$ cat src/rtl/stopwatch_counter_if.sv
// ---------------------------------------------------------------------------
// stopwatch_counter_if
// Bundles the control pulses, mode inputs and BCD digit outputs of the
// stopwatch timekeeping core.
//   tick_1hz  : one-cycle count enable (1 Hz)
//   tick_adj  : one-cycle adjust enable (~5 Hz)
//   btn_pause : debounced pause level, rising edge toggles run/pause
//   adj       : adjust mode when high
//   adj_sel   : bit0=1 seconds field, bit0=0 minutes field
//   min_l/min_r/sec_l/sec_r : BCD digits (5 bits, bit4 always 0)
//   running   : high while counting
//   wrap      : one-cycle pulse on MAX_MIN:59 -> 00:00 rollover
// master drives the controls and reads the digits; slave is the core.
// ---------------------------------------------------------------------------
interface stopwatch_counter_if;
   logic       tick_1hz;
   logic       tick_adj;
   logic       btn_pause;
   logic       adj;
   logic [2:0] adj_sel;
   logic [4:0] min_l;
   logic [4:0] min_r;
   logic [4:0] sec_l;
   logic [4:0] sec_r;
   logic       running;
   logic       wrap;

   modport master (
      output tick_1hz, tick_adj, btn_pause, adj, adj_sel,
      input  min_l, min_r, sec_l, sec_r, running, wrap
   );

   modport slave (
      input  tick_1hz, tick_adj, btn_pause, adj, adj_sel,
      output min_l, min_r, sec_l, sec_r, running, wrap
   );
endinterface

$ cat src/rtl/stopwatch_counter.sv
// ---------------------------------------------------------------------------
// stopwatch_counter
// MM:SS timekeeping core held as four BCD digits. Counts on tick_1hz while
// running, supports pause/resume on the rising edge of btn_pause, and a
// per-field adjust mode advanced by tick_adj.
// Ports:
//   clk       : system clock
//   btn_reset : synchronous active-high reset, highest priority
//   bus       : stopwatch_counter_if.slave (controls in, digits/status out)
// Parameter:
//   MAX_MIN   : highest minute value before wrap to 00 (1..99)
// ---------------------------------------------------------------------------
module stopwatch_counter #(
   parameter int MAX_MIN = 99
) (
   input  logic                  clk,
   input  logic                  btn_reset,
   stopwatch_counter_if.slave    bus
);

   localparam logic [3:0] MAX_TENS  = 4'(MAX_MIN / 10);
   localparam logic [3:0] MAX_UNITS = 4'(MAX_MIN % 10);

   // ADJ_P / ADJ_R remember which state to return to when adj drops.
   typedef enum logic [1:0] {
      PAUSED = 2'd0,
      RUN    = 2'd1,
      ADJ_P  = 2'd2,
      ADJ_R  = 2'd3
   } state_t;

   state_t     state_reg, state_next;
   logic       btn_pause_q_reg;
   logic [3:0] min_l_reg, min_l_next;
   logic [3:0] min_r_reg, min_r_next;
   logic [3:0] sec_l_reg, sec_l_next;
   logic [3:0] sec_r_reg, sec_r_next;
   logic       wrap_reg, wrap_next;

   logic       pause_edge;
   logic       at_max_min;
   logic       sec_at_59;
   logic [3:0] min_l_inc, min_r_inc;
   logic [3:0] sec_l_inc, sec_r_inc;

   assign pause_edge = bus.btn_pause & ~btn_pause_q_reg;
   assign at_max_min = (min_l_reg == MAX_TENS) && (min_r_reg == MAX_UNITS);
   assign sec_at_59  = (sec_l_reg == 4'd5) && (sec_r_reg == 4'd9);

   // Incremented minute field, folding MAX_MIN back to 00. Shared by the
   // counting carry and by minute adjust.
   always_comb begin
      min_l_inc = min_l_reg;
      min_r_inc = min_r_reg;
      if (at_max_min) begin
         min_l_inc = 4'd0;
         min_r_inc = 4'd0;
      end else if (min_r_reg == 4'd9) begin
         min_l_inc = min_l_reg + 4'd1;
         min_r_inc = 4'd0;
      end else begin
         min_r_inc = min_r_reg + 4'd1;
      end
   end

   // Incremented seconds field, 59 -> 00. Carry into minutes is decided by
   // the caller so adjust mode can suppress it.
   always_comb begin
      sec_l_inc = sec_l_reg;
      sec_r_inc = sec_r_reg;
      if (sec_r_reg == 4'd9) begin
         sec_r_inc = 4'd0;
         sec_l_inc = (sec_l_reg == 4'd5) ? 4'd0 : sec_l_reg + 4'd1;
      end else begin
         sec_r_inc = sec_r_reg + 4'd1;
      end
   end

   // Next-state and datapath. Ticks act on the current state; the state
   // change takes effect for the following cycle.
   always_comb begin
      state_next = state_reg;
      min_l_next = min_l_reg;
      min_r_next = min_r_reg;
      sec_l_next = sec_l_reg;
      sec_r_next = sec_r_reg;
      wrap_next  = 1'b0;

      case (state_reg)
         RUN: begin
            if (bus.tick_1hz) begin
               sec_l_next = sec_l_inc;
               sec_r_next = sec_r_inc;
               if (sec_at_59) begin
                  min_l_next = min_l_inc;
                  min_r_next = min_r_inc;
                  wrap_next  = at_max_min;
               end
            end
         end
         ADJ_P, ADJ_R: begin
            if (bus.tick_adj) begin
               if (bus.adj_sel[0]) begin
                  sec_l_next = sec_l_inc;
                  sec_r_next = sec_r_inc;
               end else begin
                  min_l_next = min_l_inc;
                  min_r_next = min_r_inc;
               end
            end
         end
         default: begin
         end
      endcase

      // adj has priority over a coincident pause edge, which is dropped.
      case (state_reg)
         PAUSED: begin
            if (bus.adj)
               state_next = ADJ_P;
            else if (pause_edge)
               state_next = RUN;
         end
         RUN: begin
            if (bus.adj)
               state_next = ADJ_R;
            else if (pause_edge)
               state_next = PAUSED;
         end
         ADJ_P: begin
            if (!bus.adj)
               state_next = PAUSED;
         end
         ADJ_R: begin
            if (!bus.adj)
               state_next = RUN;
         end
         default: state_next = PAUSED;
      endcase
   end

   always_ff @(posedge clk) begin
      if (btn_reset) begin
         state_reg       <= PAUSED;
         // Preset high so a button held through reset is not seen as a press.
         btn_pause_q_reg <= 1'b1;
         min_l_reg       <= 4'd0;
         min_r_reg       <= 4'd0;
         sec_l_reg       <= 4'd0;
         sec_r_reg       <= 4'd0;
         wrap_reg        <= 1'b0;
      end else begin
         state_reg       <= state_next;
         btn_pause_q_reg <= bus.btn_pause;
         min_l_reg       <= min_l_next;
         min_r_reg       <= min_r_next;
         sec_l_reg       <= sec_l_next;
         sec_r_reg       <= sec_r_next;
         wrap_reg        <= wrap_next;
      end
   end

   assign bus.min_l   = {1'b0, min_l_reg};
   assign bus.min_r   = {1'b0, min_r_reg};
   assign bus.sec_l   = {1'b0, sec_l_reg};
   assign bus.sec_r   = {1'b0, sec_r_reg};
   assign bus.running = (state_reg == RUN);
   assign bus.wrap    = wrap_reg;

endmodule

$ cat src/flat_wrapper.sv
// flat-port wrapper written by rule: the top's interface ports become plain ports
module stopwatch_counter_flat 
#(
   parameter int MAX_MIN = 99
)
  (clk, btn_reset, bus_tick_1hz, bus_tick_adj, bus_btn_pause, bus_adj, bus_adj_sel, bus_min_l, bus_min_r, bus_sec_l, bus_sec_r, bus_running, bus_wrap);
  stopwatch_counter_if bus_i ();
  input  logic clk;
  input  logic btn_reset;
  input wire logic [$bits(bus_i.tick_1hz)-1:0] bus_tick_1hz;
  input wire logic [$bits(bus_i.tick_adj)-1:0] bus_tick_adj;
  input wire logic [$bits(bus_i.btn_pause)-1:0] bus_btn_pause;
  input wire logic [$bits(bus_i.adj)-1:0] bus_adj;
  input wire logic [$bits(bus_i.adj_sel)-1:0] bus_adj_sel;
  output wire logic [$bits(bus_i.min_l)-1:0] bus_min_l;
  output wire logic [$bits(bus_i.min_r)-1:0] bus_min_r;
  output wire logic [$bits(bus_i.sec_l)-1:0] bus_sec_l;
  output wire logic [$bits(bus_i.sec_r)-1:0] bus_sec_r;
  output wire logic [$bits(bus_i.running)-1:0] bus_running;
  output wire logic [$bits(bus_i.wrap)-1:0] bus_wrap;
  assign bus_i.tick_1hz = bus_tick_1hz;
  assign bus_i.tick_adj = bus_tick_adj;
  assign bus_i.btn_pause = bus_btn_pause;
  assign bus_i.adj = bus_adj;
  assign bus_i.adj_sel = bus_adj_sel;
  assign bus_min_l = bus_i.min_l;
  assign bus_min_r = bus_i.min_r;
  assign bus_sec_l = bus_i.sec_l;
  assign bus_sec_r = bus_i.sec_r;
  assign bus_running = bus_i.running;
  assign bus_wrap = bus_i.wrap;
  stopwatch_counter #(.MAX_MIN(MAX_MIN)) u_core (.clk(clk), .btn_reset(btn_reset), .bus(bus_i));
endmodule
$ cat config.mk
export PLATFORM = sky130hd
export DESIGN_NAME = stopwatch_counter_flat
export DESIGN_NICKNAME = d
export VERILOG_FILES = /design/src/rtl/stopwatch_counter_if.sv /design/src/rtl/stopwatch_counter.sv /design/src/flat_wrapper.sv
export SDC_FILE = /design/constraint.sdc
export NUM_CORES = 1
export LEC_CHECK = 0
export ABC_AREA = 0
export CAP_MARGIN = 5
export CORE_MARGIN = 4
export CORE_UTILIZATION = 40
export DETAILED_ROUTE_END_ITERATION = 6
export DONT_BUFFER_PORTS = 1
export SYNTH_ARGS = -nofsm -noshare
export SYNTH_HDL_FRONTEND = slang
export SYNTH_SLANG_ARGS = --single-unit
$ cat constraint.sdc
create_clock -name clk -period 2.03 [get_ports clk]
set_input_delay 0.3045 -clock clk [delete_from_list [all_inputs] [get_ports clk]]
set_output_delay 0.3045 -clock clk [all_outputs]
set_load 0.02 [all_outputs]
Word level (Yosys, flattened, before mapping). Cells that the tools add are included.

Flip-flop bits (word level): 20. Input port bits: 9.

Add/subtract/negate cells: 4. Equal/unequal tests: 16. Multiplexer cells: 32. Bitwise operators: 5. Reductions and logical operators: 9.

Operators by type and width (count): $mux W4 (21); $pmux W4 S2 (4); $add A4 B1 Y4 const B (4); $eq A4 B4 Y1 const B (3); $mux W2 (6); $ne A2 B2 Y1 const B (6); $pmux W2 S4 (1); $reduce_and A4 Y1 (2); $ne A3 B2 Y1 const B (2); $reduce_and A5 Y1 (1); $eq A2 B2 Y1 const B (2); $eq A4 B3 Y1 const B (1); $not A1 Y1 (4); $reduce_or A4 Y1 (1); $eq A2 B1 Y1 const B (1); $logic_and A1 B1 Y1 (2); $logic_not A2 Y1 (1); $ne A2 B1 Y1 const B (1); $reduce_bool A2 Y1 (1); $reduce_or A2 Y1 (1); $and A1 B1 Y1 (1).

Longest topological paths before layout. Gate-level depths: netlist of the first run.

Word-level depth: 6. Depth in mapped cells: 6. Depth with buffers taken out: 6.

Least setup slack after synthesis of the first run. Ideal clock, no wire load.

Path type: register to register. Start: register u_core.min_r_reg[0]. End: register u_core.min_l_reg[1]. Library setup time: 70 ps. Data arrival time: 1607 ps. Setup slack: 352 ps. Stages on the path, launching flop included: 6. Buffers on the path: 0. Period minus slack after synthesis: 1678 ps. Path through: dfxtp_1 > ha_1 > and3b_1 > o21ai_0 > or4_1 > a21oi_1.

Word-level cells in the longest chain between the ends: 6.

RTL lines: start: declaration (line stopwatch_counter.sv:35) `logic [3:0] min_r_reg, min_r_next;`; start signal: assignment (line stopwatch_counter.sv:156) `min_r_reg <= min_r_next;`; $eq A4 B4 Y1 * (line stopwatch_counter.sv:47, stopwatch_counter.sv:58); $mux W4 / $logic_and A1 B1 Y1 (equally long branches) (line stopwatch_counter.sv:58, stopwatch_counter.sv:47); $mux W4 * (line stopwatch_counter.sv:55) `if (at_max_min) begin`; $mux W4 (on tied branches) (line stopwatch_counter.sv:103, stopwatch_counter.sv:94); $mux W4 (on tied branches) (line stopwatch_counter.sv:102, stopwatch_counter.sv:91); $pmux W4 S2 * (line stopwatch_counter.sv:89) `case (state_reg)`; end signal: assignment (line stopwatch_counter.sv:155) `min_l_reg <= min_l_next;`; end: declaration (line stopwatch_counter.sv:34) `logic [3:0] min_l_reg, min_l_next;`.

Mark *: on every way between the ends. The rest lies on a longest branch, timed or not. The select of a mux whose other input is x is not followed. A chain may end at the register's enable or synchronous reset.

Worst setup path after layout of the first run.
Start: register u_core.sec_r_reg[2]. End: register u_core.min_r_reg[1].

Word-level cells in the longest chain between the ends: 4.

RTL lines: start: declaration (line stopwatch_counter.sv:37) `logic [3:0] sec_r_reg, sec_r_next;`; start signal: assignment (line stopwatch_counter.sv:158) `sec_r_reg <= sec_r_next;`; $eq A4 B4 Y1 (line stopwatch_counter.sv:48) `assign sec_at_59 = (sec_l_reg == 4'd5) && (sec_r_reg == 4'd9);`; $logic_and A1 B1 Y1 (line stopwatch_counter.sv:48); $ne A2 B1 Y1 (no line); $reduce_and A5 Y1 (no line).

No other way between the ends.

==> key figures, run 1 <==
Run status
  – Status: completed

Drt
  – Routed vias/inst: 5.54
  – Final ANT Viol Nets: 0
  – DR vias: 892
  – WL final: 2.24 mm
  – WL/cell: approximately 14 um
  – Residual DRC: 0
  – Number of detailed-route iterations in the first pass: 4
  – Initial detailed-routing violation count: 39

GRT
  – Largest net degree at the start of global routing: 20
  – Total grt overflow: 0
  – Vias in the first global route: 847
  – Antenna violations before repair: 0
  – First-pass GRT wire length: 3.82 mm
  – Overall Global Routing Usage: 13.8%

Yosys
  – Async S/R FF share, synth: 0%
  – Flops & latches, synth: 20
  – Post-synth EDFFs: 0
  – Syn. warnings: 0
  – Synthesized area: 1060 um2
  – Most used flip-flop cell after synthesis: dfxtp_1
  – Register area share after synthesis: 37.7%
  – Synth cell types: 42
  – Syn Inst Count: ~120
  – Mean post-synth cell area: just under 9 um2

Layout
  – Fin cells: 161
  – Share of cells above drive strength 1: a little over an eighth
  – # fillers: 246
  – Layout Nets: between 100 and 150
  – Area Overhead vs Synth: 10.4%
  – ANT cells: 0

Critical path
  – CP Class: reg -> reg
  – Reg2reg end: u_core.min_r_reg[1]
  – Worst Path Required: 2270 ps
  – CP Launch Type: flop
  – Setup crit start: u_core.sec_r_reg[2]
  – Setup crit end: u_core.min_r_reg[1]
  – Arr. time, crit path: 1990 ps
  – CP max FO: 15
  – R2R depth: 4
  – Reg-to-Reg Start: u_core.sec_r_reg[2]
  – CP endpoint kind: flop
  – Worst reg2reg setup slack: between 200 and 300 ps

Clock tree
  – H-tree depth: 1
  – CTS tree: built
  – Root Driver: clkbuf_4
  – CTS Buffer Depth: 2
  – Sink Count: 20
  – Num CTS Buffers: 3
  – Clock transition at the registers of the reported paths: 120 ps
  – Worst skew pair latency: between 200 and 300 ps
  – Post-CTS Setup Bufs: 0
  – Hold-fix buffer count after cts: 0
  – PostCTS Resize Cnt: 0

STA
  – Worst Max-Slew Pin Slew: 645 ps
  – Setup repair after global routing missed its margin: no
  – Final setup violation count: 0
  – Clock Skew: roughly 1.3 ps
  – Slew Viols, Final: 0
  – Setup total negative slack: 0 ps
  – Period utilization: ~87%
  – Max Freq: 569 MHz
  – Rel. slew slack: between 50% and 60%
  – Min cycle time layout: 1760 ps
  – Final hold slack: 60.5 ps
  – Hold Fails Final Rpt: 0

Floorplanning
  – FP Rows: 18
  – Die area: roughly 3500 um2
  – CORE AREA: ~2500 um2
  – Initial Util: 42.4%
  – DIE HEIGHT: 59.5 um
  – Die W: 59.5 um
  – # IOs: 31

Placed design
  – Cell Count Post-Placement: around 160
  – GPL Wtd Cong: 0.810
  – HPWL Detailed: 1.70 mm
  – PortBufs: 0

Flow run
  – Max_cap viols: 0

Pwr
  – Leakage power: 0.416 nW
  – Peak VDD IR: ~0.37 mV
  – Power per cell area: 573 nW/um2

Hold path
  – Hold WC Path Type: in -> reg
-- routing by layer --
metal  global-route usage (%)  wire length [um]  up-vias
met4                     4.75                15        0
met2                     22.6              1060       21
met3                     3.49               147        2
met1                     17.6              1020      414
met5                        0                 0        -
li1                         -                 -      455
-- cell type report --
cell class,instances,area (um2),area share (%)
multi-input combinational,88,592,50.5
sequential,20,400,34.2
timing repair buffer,9,67.6,5.77
inverter,10,37.5,3.21
tap,30,37.5,3.21
clock buffer,4,36.3,3.10
-- Yosys cell counts, types with 2 or more instances --
library cell	number	area share, %
dfxtp_1	20	38
a21oi_1	10	4.7
nor3_1	2	0.94
nor2_1	5	1.8
a21boi_0	2	1.4
clkbuf_1	2	0.71
nand3b_1	2	1.4
inv_1	10	3.5
nand3_1	5	2.4
or4_1	6	4.2
and3b_1	3	2.5
o31ai_1	3	2.1
buf_4	4	2.8
nand2_1	5	1.8
ha_1	4	4.7
or3_1	2	1.2
xnor2_1	2	1.7
o21ai_0	9	4.2
nor2b_1	3	1.8
-- worst max-delay path: stages (launching register included) --
cell and delay [ps]:
dfxtp_1 420, and4bb_4 430, a21boi_2 170, or4_1 540, a21oi_1 150
-- where the power goes --
| part | internal, W | switching (W) | leakage [nW] |
|---|---|---|---|
| clock network | 0.000109 | 0.000123 | 0.0210 |
| registers | 0.000397 | 0.00000395 | 0.162 |
| logic | 0.0000130 | 0.0000246 | 0.233 |
-- kinds of logic after synthesis --
group / count (synthesis) / share of synthesized area [%]
xor+xnor: 3 / 2.48
other cells: 1 / 0.353
fa+ha+maj: 4 / 4.72
buf+inv: 17 / 7.55
simple gates: 42 / 25.4
flops: 20 / 37.7
compound gates: 34 / 20.9
mux: 1 / 0.943
-- worst min path at each step --
stage	startpoint	end	slack, ps	cells after the start
after floorplan	bus_btn_pause	u_core.btn_pause_q_reg	410	1
after global placement	btn_reset	u_core.min_r_reg[3]	380	1
after detailed placement	btn_reset	u_core.min_l_reg[1]	380	1
after CTS	btn_reset	u_core.min_l_reg[1]	50	1
after global routing	btn_reset	u_core.state_reg[1]	40	1
final	btn_reset	u_core.sec_l_reg[1]	60	1
-- layout by cell type (no fill, tap or decap), types with 4 or more instances in the layout --
cell type,n
ha_1,4
inv_1,10
buf_4,9
a21oi_1,10
nor2_1,5
or4_1,6
nand2_1,5
dfxtp_1,20
o21ai_0,9
nand3_1,5
conb_1,4
-- metrics by stage --
step           setup slack, ps  utilization, %  area, um2  power [W]
2_1_floorplan              352               -       1070   0.000449
3_3_place_gp               329            45.4       1130   0.000446
3_5_place_dp               300            45.4       1130   0.000448
4_1_cts                    273            46.8       1170   0.000675
5_1_grt                    105            46.8       1170   0.000695
6_report                   274            46.8       1170   0.000671
No activity file was read; power rests on OpenSTA's default activity.
==> run 2, diff against run 1 <==
ABC_AREA = unset   (was 0)
CAP_MARGIN = 20   (was 5)
SKIP_LAST_GASP = 1   (was unset)
==> results of run 2 <==
Final layout, timing and power as in run 1 (identical DEF).
==> patch 1, RTL diff (settings of run 1) <==
Make the reset (`btn_reset`) asynchronous in one clocked block. Comments in the files are not updated.
--- a/src/rtl/stopwatch_counter.sv
+++ b/src/rtl/stopwatch_counter.sv
@@ -139,7 +139,7 @@
       endcase
    end
 
-   always_ff @(posedge clk) begin
+   always_ff @(posedge clk or posedge btn_reset) begin
       if (btn_reset) begin
          state_reg       <= PAUSED;
          // Preset high so a button held through reset is not seen as a press.
Check against the original RTL: differs if btn_reset is asserted again (counterexample within 4 cycles, from zero or initial values and one cycle with btn_reset high); with btn_reset held inactive, the same outputs for 10 cycles.
==> patch 1 against run 1 <==
- sequential cell count unchanged
- routed wire length fell by 0.89%
- global-route usage down 0.69 points
- synthesized cell count shrank 11%
- via count decreased by 9.5%
- count of clock-buffer cells in the layout is the same
- synthesized area is 9.3% higher
- die area is 8.1% higher
- setup slack better by 0.042 ns
- cell area rose by 10%
- critical endpoint is now u_core.min_l_reg[3]$_DFFE_PP0P_
Power is not compared: it rests on default switching activity, and its combinational part moved more than twofold at a synthesized area within 25%.
==> patch 1: results (changes against run 1) <==
metric	value	unit	change
Placed Area	1232	um^2	+8.6%
Layout non-clock buf frac	6.796	%	+1.0 points
status	finished clean		
Mean Syn Cell Area	10.74	um^2	+23%
first-pass GRT wire length	3.719	mm	-2.5%
bufs w/o clock	11		+2
hold buffer count at CTS	1		+1
# fillers	259		+5.3%
total setup buffers inserted after CTS	0		unchanged
FF-to-FF setup slack	0.32	ns	+0.04 ns
mux cell area share after synthesis	6.688	%	+5.7 points
synth top area cells	dfrtp_1 (41%), mux2_2 (5.8%), ha_1 (4.3%)		
worst hold-check path type	in2async		
Final Core Density	46.73	%	-0.11 points
Post-synth EDFFs	0		unchanged
WHS	0.01270	ns	-0.04776 ns
GP Congestion	0.7377		-9.0%
share of cells above drive strength 1	22.50	%	+8.8 points
skew final	0.001193	ns	-0.00007494 ns
DP HPWL	1.656	mm	-2.4%
Non-CTS inverters	7		-3
Global Route Usage Sum	13.13	%	-0.69 points
via/cell ratio	5.344		-3.5%
pre-CTS setup slack	0.3128	ns	+0.01318 ns
Finished Layout Cells	151		-6.2%
r2r endpoint	u_core.min_l_reg[3]$_DFFE_PP0P_		
Final WS setup	0.3163	ns	+0.04236 ns
R2R depth	3		-1
final WL	2.218	mm	-0.89%
Worst R2R Start	u_core.min_r_reg[2]$_DFFE_PP0P_		
CP max FO	8		-7
FFs w/ async S/R, synth	100.0	%	+100 points
Layout clock area frac	2.816	%	-0.28 points
vias in the first global route	810		-4.4%
multi-input gates	78		-11%
Seq/Total Area, Yosys	43.26	%	+5.5 points
CP delay by family, top	simple AND/OR/NAND/NOR gates		
top cells by count, synth	dfrtp_1 (19), nand2_1 (11), nor2_1 (9)		
slowest cell on the critical path	dfrtp_1		
Critical Path Start Type	flip-flop		
Worst Tran Pin Value	0.7715	ns	+0.1266 ns
DRT iter0 DRCs	46		+18%
worst vdd ir	0.9437	mV	
Core Rows	19		+1
worst path arrival time	1.91	ns	-0.08 ns
sequential share of cell area	38.93	%	+4.7 points
dominant synthesized flop cell	dfrtp_1		
## patch 1: cell types whose count changed after synthesis, moves of 4 or more
| cell | change |
|---|---|
| nand2_1 | +6 |
| dfxtp_1 | -20 |
| a21oi_1 | -9 |
| or4_1 | -5 |
| o21ai_0 | -5 |
| mux2_2 | +6 |
| dfrtp_1 | +19 |
| nor2_1 | +4 |
## patch 1: logic make-up after synthesis
kind of cell,count (synthesis)
mux,7
compound gates,16
other cells,1
fa+ha+maj,4
simple gates,43
flops,20
xor+xnor,4
buf+inv,13
## patch 1: per-layer routing
| metal | up-vias | part of all wire [%] | global-route usage, % |
|---|---|---|---|
| met2 | 30 | 46 | 20.33 |
| met5 | - | 0 | 0 |
| li1 | 399 | - | - |
| met1 | 376 | 44 | 17.10 |
| met3 | 2 | 9.6 | 5.165 |
| met4 | 0 | 0.99 | 3.636 |
## patch 1: power by group
part | internal [uW] | switching, uW | leakage (uW)
registers | 544 | 291 | 0.000244
clock network | 110 | 124 | 0.0000210
logic | 344 | 427 | 0.000289
==> patch 2, RTL diff (flow settings as in run 1) <==
Made on the original files. `MAX_MIN` is set to 99 in 2 places; all go to 64. Comments in the files are not updated.
--- a/src/rtl/stopwatch_counter.sv
+++ b/src/rtl/stopwatch_counter.sv
@@ -11,7 +11,7 @@
 //   MAX_MIN   : highest minute value before wrap to 00 (1..99)
 // ---------------------------------------------------------------------------
 module stopwatch_counter #(
-   parameter int MAX_MIN = 99
+   parameter int MAX_MIN = 64
 ) (
    input  logic                  clk,
    input  logic                  btn_reset,
--- a/src/flat_wrapper.sv
+++ b/src/flat_wrapper.sv
@@ -1,7 +1,7 @@
 // flat-port wrapper written by rule: the top's interface ports become plain ports
 module stopwatch_counter_flat 
 #(
-   parameter int MAX_MIN = 99
+   parameter int MAX_MIN = 64
 )
   (clk, btn_reset, bus_tick_1hz, bus_tick_adj, bus_btn_pause, bus_adj, bus_adj_sel, bus_min_l, bus_min_r, bus_sec_l, bus_sec_r, bus_running, bus_wrap);
   stopwatch_counter_if bus_i ();
Check against the original RTL: same outputs for any inputs over 10 cycles, from zero or initial values and one cycle with btn_reset high; that may be too few to reach the edited logic, so the function may still have changed.
==> patch 2 against run 1 <==
- synthesized area is 3.3% higher
- cell area is 5.7% higher
- combinational power is 8.2% higher
- sequential share of layout area is 1.8 points lower
- power is 1.3% higher
- setup slack worse by 0.070 ns
- sequential power hardly changed
- routed wire length is 9.1% higher
- final cell count is 3.7% higher
- sequential cell count stayed put
- critical endpoint is now u_core.min_r_reg[2]$_SDFFE_PP0P_
- highest routed layer unchanged
==> patch 2: results (changes against run 1) <==
metric	value	unit	change
met1 global-route usage	18.23	%	+0.66 points
Met3 Routed Length	184	um	+25%
critical path's largest stage delay	0.52	ns	-0.02 ns
total setup buffers inserted after CTS	0		unchanged
n_diodes	0		unchanged
top cells by count, synth	dfxtp_1 (20), inv_1 (11), nor2_1 (9)		
Placed Area	1201	um^2	+5.8%
Clk Latency, worst-skew pair	0.31	ns	+0.02 ns
share of cells above drive strength 1	15.33	%	+1.6 points
antenna violations before repair	0		unchanged
Global Route Usage Sum	15.01	%	+1.2 points
max cap viols	0		unchanged
First-pass DRT Iterations	4		unchanged
synth warn	0		unchanged
worst hold-check path type	in2reg		
DRT met1 WL	1.046	mm	+2.9%
unique cell type count in the Yosys netlist	40		-4.8%
synth top area cells	dfxtp_1 (37%), ha_1 (5.7%), a211oi_1 (4.1%)		
# fillers	261		+6.1%
H-tree levels	1		unchanged
Syn Inst Count	124		+1.6%
via/cell ratio	5.599		+1.1%
NumNets Final	152		+4.8%
met3 Use GR	4.043	%	+0.56 points
WL met2	1.168	mm	+11%
first-pass GRT wire length	4.167	mm	+9.2%
met2 global-route usage	25.31	%	+2.7 points
pre-CTS setup slack	0.2802	ns	-0.01940 ns
DP HPWL	1.834	mm	+8.1%
FFs w/ async S/R, synth	0	%	unchanged
Reg clk slew, reported paths	0.12	ns	about the same
highest routed metal layer	met4		
GP Congestion	0.7315		-9.7%
skew final	0.007665	ns	+0.006398 ns
vias in the first global route	932		+10%
worst vdd ir	0.3554	mV	-3.9%
CP delay by family, top	compound AO/OA/AOI/OAI gates		
slowest cell on the critical path	a31oi_1		
Buffers on Ports	0		unchanged
DRT iter0 DRCs	26		-33%
Net Sw Power	158.1	uW	+4.3%
Seq/Total Area, Yosys	36.53	%	-1.2 points
CTS max path bufs	2		unchanged
dominant synthesized flop cell	dfxtp_1		
CTS resizes	0		unchanged
vias	935		+4.8%
drt wl/cell	14.62	um	+5.2%
clk root buf	clkbuf_4		
slew margin rel.	56.14	%	-0.41 points
Leakage Power	0.0004398	uW	+5.7%
maximum number of pins on one net before global-route repair	24		+20%
worst path arrival time	2.05	ns	+0.06 ns
CP max FO	7		-8
CTS buffer count	3		unchanged
status	finished clean		
placed insts	163		+3.8%
==> patch 2: worst paths after layout <==
kind | start | slack (ns) | depth (start not counted) | to
worst min-delay path | btn_reset | 0.05 | 1 | u_core.min_l_reg[3]$_SDFFE_PP0P_
worst max register to register | u_core.min_r_reg[1]$_SDFFE_PP0P_ | 0.20 | 6 | u_core.min_r_reg[2]$_SDFFE_PP0P_
worst max-delay path | u_core.min_r_reg[1]$_SDFFE_PP0P_ | 0.20 | 6 | u_core.min_r_reg[2]$_SDFFE_PP0P_
worst min register to register | u_core.min_l_reg[0]$_SDFFE_PP0P_ | 0.51 | 2 | u_core.min_l_reg[0]$_SDFFE_PP0P_
==> patch 2: power by group through the flow <==
| stage | Combinational, uW | Sequential [uW] | Clock (uW) |
|---|---|---|---|
| after floorplan | 37.9 | 414 | 0 |
| final | 40.7 | 402 | 237 |
| after detailed placement | 40.6 | 411 | 0 |
| after CTS | 40.7 | 402 | 238 |
| after global routing | 44.6 | 403 | 263 |
| after global placement | 39.3 | 411 | 0 |
==> patch 2: kinds of logic after synthesis <==
| logic type | share of synthesized area, % |
|---|---|
| multiplexers | 1.827 |
| buffers and inverters | 7.534 |
| flip-flops | 36.53 |
| adder cells (fa/ha/maj) | 5.708 |
| AND/OR/NAND/NOR | 26.37 |
| XOR/XNOR | 3.196 |
| other | 0.3421 |
| AO/OA/AOI/OAI | 18.49 |
==> patch 2: area by class of cell <==
| cell class | instances | area [um^2] | area share, % |
|---|---|---|---|
| timing repair buffer | 13 | 97.59 | 7.887 |
| tap | 30 | 37.54 | 3.033 |
| multi-input combinational | 89 | 624.3 | 50.45 |
| clock buffer | 4 | 36.28 | 2.932 |
| inverter | 11 | 41.29 | 3.337 |
| sequential | 20 | 400.4 | 32.36 |
